<file path="src/rtl/instr_prefetch.sv">
// rtl/instr_prefetch.sv - instruction prefetch queue between imem port and IF/ID
// Sequential fetcher with in-flight PC tagging, DEPTH-entry queue and redirect flush.
module instr_prefetch #(
  parameter int          DEPTH    = 4,
  parameter logic [31:0] RESET_PC = 32'h0000_0000
) (
  input  logic        clk,
  input  logic        rst,
  output logic        mem_req,
  output logic [31:0] mem_addr,
  input  logic        mem_gnt,
  input  logic        mem_rvalid,
  input  logic [31:0] mem_rdata,
  input  logic        i_stall,
  input  logic        i_redirect,
  input  logic [31:0] i_redirect_pc,
  output logic        o_valid,
  output logic [31:0] o_code,
  output logic [31:0] o_pc,
  output logic [31:0] o_pc4
);

  localparam int AW = $clog2(DEPTH);
  localparam int CW = AW + 1;
  localparam logic [AW-1:0] PTR_ONE = AW'(1);
  localparam logic [CW-1:0] CNT_ONE = CW'(1);
  localparam logic [CW-1:0] CNT_MAX = CW'(DEPTH);
  localparam logic [CW:0]   SUM_MAX = (CW+1)'(DEPTH);

  logic [31:0]   fetch_pc;
  logic [31:0]   code_q      [DEPTH];
  logic [31:0]   pc_q        [DEPTH];
  logic [31:0]   inflight_pc [DEPTH];
  logic [AW-1:0] wr_ptr, rd_ptr, if_wr_ptr, if_rd_ptr;
  logic [CW-1:0] count, outstanding, discard;
  logic [CW:0]   committed;
  logic          issue, rsp, keep, pop;

  // Requests still owed to the queue: stale (discarded) responses do not reserve a slot.
  assign committed = {1'b0, count} + {1'b0, outstanding} - {1'b0, discard};

  assign mem_req  = rst & ~i_redirect & (committed < SUM_MAX) & (outstanding < CNT_MAX);
  assign mem_addr = fetch_pc;

  assign issue = mem_req & mem_gnt;
  assign rsp   = mem_rvalid & (outstanding != '0);
  assign keep  = rsp & (discard == '0) & ~i_redirect;
  assign pop   = o_valid & ~i_stall & ~i_redirect;

  assign o_valid = (count != '0);
  assign o_code  = o_valid ? code_q[rd_ptr] : 32'h0;
  assign o_pc    = o_valid ? pc_q[rd_ptr] : 32'h0;
  assign o_pc4   = o_valid ? (pc_q[rd_ptr] + 32'd4) : 32'h0;

  always_ff @(posedge clk or negedge rst) begin
    if (!rst) begin
      fetch_pc    <= RESET_PC;
      wr_ptr      <= '0;
      rd_ptr      <= '0;
      if_wr_ptr   <= '0;
      if_rd_ptr   <= '0;
      count       <= '0;
      outstanding <= '0;
      discard     <= '0;
    end else begin
      if (issue) begin
        fetch_pc  <= fetch_pc + 32'd4;
        if_wr_ptr <= if_wr_ptr + PTR_ONE;
      end
      // The in-flight PC FIFO survives redirects so it stays aligned with the memory.
      if (rsp) if_rd_ptr <= if_rd_ptr + PTR_ONE;
      outstanding <= outstanding + (issue ? CNT_ONE : '0) - (rsp ? CNT_ONE : '0);

      if (i_redirect) begin
        fetch_pc <= {i_redirect_pc[31:2], 2'b00};
        count    <= '0;
        wr_ptr   <= '0;
        rd_ptr   <= '0;
        discard  <= outstanding - (rsp ? CNT_ONE : '0);
      end else begin
        if (rsp && discard != '0) discard <= discard - CNT_ONE;
        if (keep) wr_ptr <= wr_ptr + PTR_ONE;
        if (pop)  rd_ptr <= rd_ptr + PTR_ONE;
        count <= count + (keep ? CNT_ONE : '0) - (pop ? CNT_ONE : '0);
      end
    end
  end

  always_ff @(posedge clk) begin
    if (issue) inflight_pc[if_wr_ptr] <= fetch_pc;
    if (keep) begin
      code_q[wr_ptr] <= mem_rdata;
      pc_q[wr_ptr]   <= inflight_pc[if_rd_ptr];
    end
  end

endmodule

</file>
<file path="config.mk">
export PLATFORM = sky130hd
export DESIGN_NAME = instr_prefetch
export DESIGN_NICKNAME = d
export VERILOG_FILES = /design/src/rtl/instr_prefetch.sv
export SDC_FILE = /design/constraint.sdc
export NUM_CORES = 1
export LEC_CHECK = 0
export ABC_AREA = 0
export CAP_MARGIN = 40
export CORE_MARGIN = 4
export CORE_UTILIZATION = 60
export DETAILED_ROUTE_END_ITERATION = 7
export PLACE_DENSITY = 0.82
export SLEW_MARGIN = 0
export SYNTH_ARGS = -nofsm -noshare
export SYNTH_HDL_FRONTEND = slang
export SYNTH_SLANG_ARGS = --single-unit
</file>
<file path="constraint.sdc">
create_clock -name clk -period 11 [get_ports clk]
set_input_delay 2.2 -clock clk [delete_from_list [all_inputs] [get_ports clk]]
set_output_delay 2.2 -clock clk [all_outputs]
set_load 0.005 [all_outputs]
</file>
==> impl_metrics.json, run 1 <==
{
  "p_sw_mw": 1.434,
  "tns_ns": 0,
  "start_util_pct": 61.00,
  "first_global_vias": 10390,
  "clkPwrFrac_pct": 28.6,
  "cap_violations": 0,
  "ys_seq_area_share_pct": 69.45,
  "ios": 200,
  "ys_seq_elements": 415,
  "postSynthAreaPerCell_um2": 17.28,
  "yosys_warnings": 0,
  "numCtsBuffers": 41,
  "route.met2.wl_um": 19600,
  "grt_pass1_wl_um": 60990,
  "ys_types": 63,
  "die_area_um2": 32140,
  "timing_worst_setup_path_type": "reg2out",
  "top_layer": "met5",
  "post-route-drc-count": 0,
  "p_comb_share_pct": 30.5,
  "vias": 10280,
  "crit_required_ns": 8.80,
  "drtPass1Iterations": 5,
  "antenna_found_initial": 2,
  "drt_iter0_drc": 1059,
  "wl_met3_um": 3461,
  "grt_usage_pct": 25.01,
  "htreeDepth": 2,
  "drv_slew": 0,
  "min_period_ns": 6.818,
  "cp-end-kind": "output port",
  "clk_path_buf_depth": 3,
  "die_h_um": 179.3,
  "async_flop_share_pct": 11.33,
  "core_area_um2": 28860,
  "total_power_mw": 4.891,
  "clock_latency_ns": 0.53,
  "finalSetupViolCount": 0,
  "period_share_pct": 61.98,
  "cpPeakStageDelay_ns": 0.73,
  "whs_ns": 0.5592,
  "vdd_drop_max_mv": 0.1438,
  "seq_power_share_pct": 40.9,
  "status": "complete, no violations",
  "hold_path.class": "reg2reg",
  "cp_max_fo": 41,
  "drive_gt1_share_pct": 15.24,
  "layout.nets": 1316,
  "rows": 62,
  "die_w_um": 179.3,
  "grt-ovfl-total": 0,
  "hold_violations": 0,
  "powerDensity_nw_per_um2": 229.2,
  "critPathLaunchType": "flop",
  "slowest_stage": "dfrtp_4",
  "synthCells": 1019,
  "cp.arrival_ns": 4.62,
  "final_cell_mix": "368 x edfxtp_1, 190 x clkdlybuf4s50_1, 77 x mux4_2",
  "cts_tree": "built",
  "finalNonFillerCells": 1637,
  "path_cells": "buf_4, mux4_1, and4_1, nand4bb_1, or3_1, a21oi_1, clkdlybuf4s50_1",
  "holdBufCountCts": 0,
  "place_inst": 1562,
  "root_buffer": "clkbuf_16",
  "wirelength_um": 39750,
  "post_cts_buffers": 0,
  "num_antenna_cells": 0,
  "detail-route-antenna-nets": 0,
  "cts_resized": 0,
  "port_buffers": 191,
  "clk_pin_slew_ns": 0.06,
  "cts_sinks": 415,
  "layout_commonest_cell": "edfxtp_1",
  "tightest_slew_ns": 0.8762,
  "leakagePower_nw": 7.037,
  "p_int_mw": 3.457,
  "rsz0062_at_grt": "false",
  "areaGrowthSynthToFinish_pct": 21.24,
  "synth_edf_count": 368,
  "vias_per_cell": 6.280,
  "place_congestion": 0.7891,
  "routedWlPerCell_um": 24.28,
  "relSlewSlack_pct": 41.50,
  "swShare_pct": 29.32,
  "skew_ns": 0.02256,
  "met1_length_um": 15880,
  "synth_ff_type": "edfxtp_1",
  "synth_area_um2": 17600,
  "dp_hpwl_um": 23670,
  "max_clock_freq_mhz": 146.7,
  "grt_max_degree": 61
}
==> cells in the mapped netlist, drive strengths merged, types with 2 or more instances <==
cell type / count / share of area, %
edfxtp: 368 / 63
nand4: 20 / 0.71
mux2: 11 / 0.70
and2: 66 / 2.3
xnor2: 22 / 1.1
o211ai: 12 / 0.51
nor2: 60 / 1.3
o31ai: 12 / 0.54
nand4b: 2 / 0.18
and4: 4 / 0.21
or3: 13 / 0.46
nand3: 28 / 0.82
and3: 12 / 0.43
mux4: 92 / 12
inv: 27 / 0.58
o31a: 3 / 0.15
and3b: 2 / 0.10
ha: 21 / 1.5
nor3: 12 / 0.34
o311ai: 4 / 0.20
a21oi: 9 / 0.26
a31oi: 16 / 0.57
nand2: 32 / 0.72
nor3b: 3 / 0.13
xor2: 4 / 0.20
o21ai: 15 / 0.43
dfrtp: 47 / 6.7
clkbuf: 28 / 0.60
nor4: 9 / 0.44
nor2b: 2 / 0.071
fa: 4 / 0.45
buf: 29 / 1.1
or4: 16 / 0.68
==> power groups by stage <==
| stage | Combinational, mW | Clock, mW | Sequential [mW] |
|---|---|---|---|
| 3_3_place_gp | 1.39 | 0 | 2.04 |
| 5_1_grt | 1.62 | 1.48 | 2.02 |
| 4_1_cts | 1.50 | 1.41 | 2.00 |
| 2_1_floorplan | 0.888 | 0 | 1.95 |
| 6_report | 1.49 | 1.40 | 2.00 |
| 3_5_place_dp | 1.47 | 0 | 2.03 |
==> metrics by stage <==
stage,util [%],instance area (um2),worst slack [ns]
2_1_floorplan,-,17620,6.011
3_3_place_gp,68.78,19850,4.676
3_5_place_dp,69.32,20010,4.660
4_1_cts,73.96,21340,4.103
5_1_grt,73.96,21340,3.914
6_report,73.96,21340,4.182
==> worst paths after layout <==
kind	startpoint	end	slack [ns]	cells after the start
max reg2reg	outstanding[1]	outstanding[2]	6.32	17
min in group asynchronous	rst	mem_addr[15]	1.78	2
min	outstanding[0]	outstanding[0]	0.56	1
min reg2reg	outstanding[0]	outstanding[0]	0.56	1
max	rd_ptr[0]	o_pc4[20]	4.18	7
max in group asynchronous	rst	rd_ptr[0]	8.75	2
==> sequential cells by signal, indices dropped and copies added (netlist names) <==
signal and cells:
mem_addr 30, rd_ptr 2, inflight_pc 120, pc_q 120, if_rd_ptr 2, outstanding 3, if_wr_ptr 2, discard 3
wr_ptr 2, count 3, code_q 128
==> layer usage <==
layer,vias to the layer above,global-route usage [%]
met1,5232,35.51
li1,4450,-
met5,-,0
met4,4,6.125
met3,74,4.703
met2,521,41.02
==> cell type report <==
class / count / area, um2
Multi-Input combinational cell: 525 / 5020
Timing Repair Buffer: 211 / 2170
Inverter: 27 / 101.3
Tap cell: 384 / 480.5
Clock buffer: 52 / 1067
Fill cell: 1689 / 7515
Clock inverter: 23 / 270.3
Sequential cell: 415 / 12230
==> worst max-delay path: cells and delay by family, from the launching register on <==
kind	cells	cell delay (ns)
buf+inv	2	1.27
flops	1	0.73
simple gates	3	1.30
compound gates	1	0.21
mux	1	0.56
==> cells by family (layout without fill, tap and decap cells) <==
logic type                 after synthesis  in the layout  synth area share [%]
and+or+nand+nor                        286            286                 9.176
buffers and inverters                   84            313                 2.274
DFF                                    415            415                 69.45
other                                    1              6               0.02130
AOI/OAI and AO/OA                       78             78                 2.985
xor gates and xnor gates                26             26                 1.293
muxes                                  104            104                 12.85
adders and majority gates               25             25                 1.947
Note: power is estimated with default switching activity, not from simulation.
==> inputs of run 2 (changes only) <==
Settings changed: CORE_UTILIZATION 60 to 51, PLACE_DENSITY 0.82 to 0.74.
Clock period 11 ns to 6 ns, I/O delays scaled along.
==> impl_metrics.json, run 2 (same netlist as run 1, synthesis figures left out) <==
{
  "status": "complete, no violations",
  "largest_reg_flops": 128,
  "drtPass1Iterations": 5,
  "vdd_drop_max_mv": 0.2285,
  "p_sw_mw": 2.578,
  "skew_ns": 0.02269,
  "cts_tree": "built",
  "cts_sinks": 415,
  "swShare_pct": 28.51,
  "stdcell_area_um2": 21510,
  "p_int_mw": 6.464,
  "clk_path_buf_depth": 3,
  "p_comb_share_pct": 30.4,
  "crit_required_ns": 4.80,
  "dp_hpwl_um": 24380,
  "top_regs": "code_q: 128 flops, inflight_pc: 120 flops, pc_q: 120 flops",
  "htreeDepth": 2,
  "cp_max_fo": 31,
  "leakagePower_nw": 7.106,
  "relSlewSlack_pct": 40.69,
  "timing.rr.start": "count[1]",
  "grt_usage_pct": 19.65,
  "ios": 200,
  "numCtsBuffers": 42,
  "seq_power_share_pct": 40.3,
  "cap_violations": 0,
  "post_cts_buffers": 0,
  "drive_gt1_share_pct": 15.62,
  "areaGrowthSynthToFinish_pct": 22.18,
  "grt_pass1_wl_um": 58770,
  "r2r_setup_slack_ns": 1.35,
  "min_delay_path_depth": 1,
  "rsz0062_at_grt": "false",
  "worstSetupStartpoint": "rd_ptr[0]",
  "crit_buf_inv": 1,
  "die_area_um2": 37550,
  "path_cells": "mux4_1, ha_1, nand3_2, nand4bb_1, nor3_1, mux2_2, clkdlybuf4s50_1",
  "final_cell_mix": "368 x edfxtp_1, 190 x clkdlybuf4s50_1, 77 x mux4_2",
  "drt_iter0_drc": 645,
  "die_h_um": 193.8,
  "tns_ns": 0,
  "clkPwrFrac_pct": 29.4,
  "powerDensity_nw_per_um2": 420.4,
  "clk_pin_slew_ns": 0.06,
  "fillCellCount": 2287,
  "place_congestion": 0.7692,
  "holdBufCountCts": 0,
  "antenna_found_initial": 2,
  "layout_commonest_cell": "edfxtp_1",
  "max_clock_freq_mhz": 188.1,
  "cpPeakStageDelay_ns": 0.79,
  "drv_slew": 0,
  "clock_latency_ns": 0.54,
  "layout.nets": 1323,
  "post-route-drc-count": 0,
  "start_util_pct": 52.11,
  "grt_max_degree": 54,
  "crit_family": "simple AND/OR/NAND/NOR gates",
  "slowest_stage": "dfrtp_4",
  "tightest_slew_ns": 0.8884,
  "vias_per_cell": 5.781,
  "largest_register": "code_q",
  "whs_ns": 0.5316,
  "first_global_vias": 10010,
  "rr_worst_depth": 16,
  "port_buffers": 191,
  "finalSetupViolCount": 0,
  "cp-end-kind": "output port",
  "critPathCapture": "o_pc4[28]",
  "multi_input_area_um2": 5015,
  "detail-route-antenna-nets": 0,
  "grt-ovfl-total": 0,
  "hold_start": "outstanding[0]",
  "hold_path.class": "reg2reg",
  "min_period_ns": 5.316,
  "rows": 67,
  "timing_worst_setup_path_type": "reg2out",
  "cts_resized": 0,
  "core_area_um2": 33780,
  "dpl_cell_area_um2": 20090,
  "critPathLaunchType": "flop",
  "hold_violations": 0,
  "root_buffer": "clkbuf_16",
  "r2r-end": "outstanding[2]",
  "ff_latch_area_um2": 12230,
  "die_w_um": 193.8,
  "num_antenna_cells": 0,
  "period_share_pct": 88.60,
  "cp.arrival_ns": 4.12,
  "wirelength_um": 36900,
  "routedWlPerCell_um": 21.59,
  "cp.depth": 7,
  "vias": 9879
}
run 2: area by class of cell:
cell class / instances / share of cell area (%)
clock inverters: 25 / 1.448
repair buffers: 217 / 10.13
inverters: 27 / 0.4712
clock buffers: 52 / 5.154
multi-input cells: 525 / 23.31
well taps: 448 / 2.606
flip-flops and latches: 415 / 56.87
run 2: worst min path at each step:
stage and end:
4_1_cts outstanding[0], 6_report outstanding[0], 2_1_floorplan outstanding[0], 3_3_place_gp outstanding[0], 3_5_place_dp outstanding[0], 5_1_grt outstanding[0]
run 2: metrics by stage:
stage	std cells	utilization [%]	total power, mW	setup slack (ns)
after global routing	1709	63.67	9.517	0.4294
final	1709	63.67	9.042	0.6838
after detailed placement	1632	59.46	6.467	1.123
after CTS	1709	63.67	9.135	0.5527
after floorplan	1024	-	5.199	2.215
after global placement	1629	59.24	6.345	1.174
run 2: power by group through the flow:
stage	Combinational [mW]	Clock, mW	Sequential [mW]
CTS	2.78	2.71	3.65
global placement	2.62	0	3.73
floorplan	1.63	0	3.57
global route	3.00	2.85	3.67
detailed placement	2.76	0	3.71
finish	2.74	2.65	3.64
run 2: metal layers:
metal | vias to the layer above | track usage, % | wire [um]
met5 | - | 0 | 34
met4 | 4 | 3.934 | 527
met3 | 45 | 3.771 | 2696
met2 | 406 | 31.42 | 17570
met1 | 4954 | 28.84 | 16070
li1 | 4470 | - | -
==> inputs of run 3 (changes only) <==
Settings changed: CORE_MARGIN 4 to 8.
==> impl_metrics.json, run 3 (same netlist as run 1, synthesis figures left out) <==
{
  "max_clock_freq_mhz": 186.6,
  "multi_input_area_um2": 5015,
  "tightest_slew_ns": 0.9064,
  "numCtsBuffers": 42,
  "timing_worst_setup_path_type": "reg2out",
  "finalSetupViolCount": 0,
  "grt_usage_pct": 18.38,
  "p_int_mw": 6.242,
  "p_comb_share_pct": 30.9,
  "drtPass1Iterations": 5,
  "period_share_pct": 89.30,
  "relSlewSlack_pct": 39.57,
  "ios": 200,
  "vias": 9942,
  "total_power_mw": 8.843,
  "crit_buf_inv": 1,
  "status": "complete, no violations",
  "place_congestion": 0.8209,
  "start_util_pct": 51.34,
  "largest_register": "code_q",
  "rows": 68,
  "min_period_ns": 5.358,
  "post_cts_buffers": 0,
  "core_area_um2": 34290,
  "holdBufCountCts": 0,
  "wirelength_um": 37900,
  "detail-route-antenna-nets": 0,
  "swShare_pct": 29.41,
  "routedWlPerCell_um": 22.09,
  "top_regs": "code_q: 128 flops, inflight_pc: 120 flops, pc_q: 120 flops",
  "drt_iter0_drc": 647,
  "cts_tree": "built",
  "cts_resized": 0,
  "utilization_pct": 62.35,
  "vdd_drop_max_mv": 0.2952,
  "num_antenna_cells": 0,
  "crit_family": "simple AND/OR/NAND/NOR gates",
  "port_buffers": 191,
  "root_buffer": "clkbuf_16",
  "seq_power_share_pct": 41.2,
  "rsz0062_at_grt": "false",
  "first_global_vias": 10180,
  "cts_sinks": 415,
  "die_w_um": 201.8,
  "die_h_um": 201.8,
  "die_area_um2": 40720,
  "drive_gt1_share_pct": 15.31,
  "antenna_found_initial": 0,
  "grt_max_degree": 54,
  "layout.nets": 1323,
  "vias_per_cell": 5.794,
  "clkPwrFrac_pct": 27.9,
  "crit_required_ns": 4.80,
  "slowest_stage": "dfrtp_4",
  "hold_path.class": "reg2reg",
  "fillCellCount": 2447,
  "tns_ns": 0,
  "drv_slew": 0,
  "cap_violations": 0,
  "dp_hpwl_um": 24990,
  "cp.arrival_ns": 4.16,
  "clk_path_buf_depth": 3,
  "ff_latch_area_um2": 12230,
  "grt-ovfl-total": 0,
  "areaGrowthSynthToFinish_pct": 21.44,
  "p_sw_mw": 2.601,
  "powerDensity_nw_per_um2": 413.6,
  "final_cell_mix": "368 x edfxtp_1, 190 x clkdlybuf4s50_1, 77 x mux4_2",
  "cp-end-kind": "output port",
  "largest_reg_flops": 128,
  "htreeDepth": 2,
  "path_cells": "mux4_1, ha_1, nand3_2, nand4bb_1, nor3_1, mux2_2, clkdlybuf4s50_1",
  "post-route-drc-count": 0,
  "hold_violations": 0,
  "critPathLaunchType": "flop",
  "leakagePower_nw": 7.025,
  "cp_max_fo": 32,
  "grt_pass1_wl_um": 59200,
  "clock_latency_ns": 0.53,
  "skew_ns": 0.02155,
  "clk_pin_slew_ns": 0.06,
  "cpPeakStageDelay_ns": 0.80,
  "layout_commonest_cell": "edfxtp_1"
}
[run 3: cell count changes in the layout (fill, tap and decap cells not counted), sizes merged]
cell and delta:
clkinv -1, clkinvlp +4, bufinv -5, clkbuf +2
[run 3: layout make-up]
type | count | area share, %
Clock buffer | 54 | 5.320
Sequential cell | 415 | 57.22
Timing Repair Buffer | 217 | 10.07
Clock inverter | 23 | 0.8018
Inverter | 27 | 0.4740
Tap cell | 455 | 2.663
Multi-Input combinational cell | 525 | 23.46
[run 3: layer usage]
| metal | GRT usage [%] | vias up | part of all wire (%) |
|---|---|---|---|
| li1 | - | 4456 | - |
| met1 | 26.24 | 5027 | 44 |
| met2 | 28.55 | 418 | 47 |
| met3 | 4.451 | 41 | 8.0 |
| met4 | 3.992 | 0 | 1.5 |
| met5 | 0 | - | 0 |
[run 3: final timing paths]
kind	start	slack (ns)	depth (start not counted)	end
setup / recovery	rd_ptr[0]	0.64	7	o_pc4[28]
hold / removal	outstanding[0]	0.55	1	outstanding[0]
setup reg to reg	count[1]	1.18	17	outstanding[2]
hold reg to reg	outstanding[0]	0.55	1	outstanding[0]
max in group asynchronous	rst	4.70	2	rd_ptr[0]
min in group asynchronous	rst	0.80	2	mem_addr[15]
[run 3: metrics by stage]
step | setup WS (ns) | cell area (um2) | instances | hold slack, ns
5_1_grt | 0.3604 | 21380 | 1716 | 0.5767
3_5_place_dp | 1.119 | 20070 | 1639 | 0.5400
6_report | 0.6420 | 21380 | 1716 | 0.5473
3_3_place_gp | 1.153 | 20030 | 1637 | 0.5218
2_1_floorplan | 2.215 | 17620 | 1024 | 0.5014
4_1_cts | 0.5578 | 21380 | 1716 | 0.5516
[run 3: power groups by stage]
stage                     clock (mW)  combinational [mW]  sequential (mW)
after floorplan                    0                1.63             3.57
after global placement             0                2.65             3.73
after detailed placement           0                2.75             3.71
after CTS                       2.51                2.76             3.65
after global routing            2.64                2.97             3.68
final                           2.47                2.73             3.65
==> RTL change, RTL diff (config.mk and constraints of run 3) <==
The parameter `DEPTH` goes from 4 to 2.
--- a/src/rtl/instr_prefetch.sv
+++ b/src/rtl/instr_prefetch.sv
@@ -3,3 +3,3 @@
 module instr_prefetch #(
-  parameter int          DEPTH    = 4,
+  parameter int          DEPTH    = 2,
   parameter logic [31:0] RESET_PC = 32'h0000_0000
Behaviour: not the same (Yosys sat finds a counterexample within 4 cycles, from zero or initial values and one cycle with rst low).
==> RTL change against run 3 <==
Clock power shrank 45%; design area down 38%; cell count fell by 26%; sequential cell count decreased by 191; routed wire length decreased by 37%; synthesized area down 42%; register-to-register slack improved by 1100 ps; worst setup slack improved by 340 ps; total power shrank 51%; largest power group unchanged; hold slack got worse by 76 ps.
==> RTL change: results <==
[finish]
layout.non_clock_buffers = 206
final_nets = 1071
comb.multi_input.count = 522
clkCellAreaFrac_pct = 5.56
clockBufferCount = 31
drive_gt1_share_pct = 9.73
nFillCells = 1465
final.signal_inverter_count = 13
multi_input_area_share_pct = 26.8

[cts]
numCtsBuffers = 23
clkSinkCount = 224

[synthesis]
yosys-top-cells-count = edfxtp_1, nor2_1, mux2i_1, nand2_1, dfrtp_1
ys_seq_area_share_pct = 63.6
synthMuxAreaShare_pct = 9.73
ys_types = 59
synth_compound_area_share_pct = 6.55
synth_fa_ha_area_share_pct = 1.49
synthXorXnorAreaFrac_pct = 2.39
ys_top_cells_by_area = edfxtp_1, dfrtp_1, mux2i_1
async_reset_ff_share_pct = 17.9

[worst_hold_path]
holdPathEnd = if_rd_ptr
min-delay-start = if_rd_ptr

[global_routing]
grt_max_degree = 81
grt_pass1_vias = 6858
met2_usage_pct = 29.1
grt_pass1_wl_mm = 37.3
grt_use_met1_pct = 26.3

[routing]
wirelength_met1_mm = 10.8
routed_wl_mm = 23.8
drt-vias-per-instance = 5.53
dr.pass1.iters = 4
drtIter0Drc = 463
met3_length_mm = 2.20
wl_met2_mm = 10.4

[worst_setup_path]
arrival_ps = 3820
critPathCapture = o_pc4[30]
timing.rr.end = outstanding[1]
rrSetupSlack_ps = 2230

[pwr]
pg_seq_w = 0.00196
p_per_area_nw_per_um2 = 328
p_clk_share_pct = 31.7
ir_worst_vdd_v = 0.000195

[timing]
finalClockSkew_ps = 20.6
worstMarginPinSlew_ps = 830

[run_status]
status = finished clean

[place]
gp_congestion = 0.815
hpwl_mm = 16.5
==> RTL change: changes by cell type in the layout (fill, tap and decap cells not counted), sizes merged, moves of 14 or more <==
cell    delta
edfxtp   -184
mux4      -92
mux2i     +56
and2      -51
nor2      +30
mux2      +27
nand2     +24
clkbuf    -23
a31oi     -15
o21ai     +15
or4       -15
inv       -14
==> RTL change: stage by stage <==
stage	setup WS, ps	area [sq um]	util [%]	cells	hold WS (ps)
6_report	983	13200	66.1	1277	471
3_3_place_gp	1500	12500	62.4	1234	463
5_1_grt	743	13200	66.1	1277	523
2_1_floorplan	1470	10300	-	800	460
4_1_cts	958	13200	66.1	1277	477
3_5_place_dp	1500	12500	62.4	1235	465
==> RTL change: critical path, stage by stage, from the launching register on <==
cell and delay (ps):
dfrtp_4 730, buf_4 590, nand2_1 130, o22ai_1 310
nand4_1 390, o41ai_1 550, clkdlybuf4s50_1 590
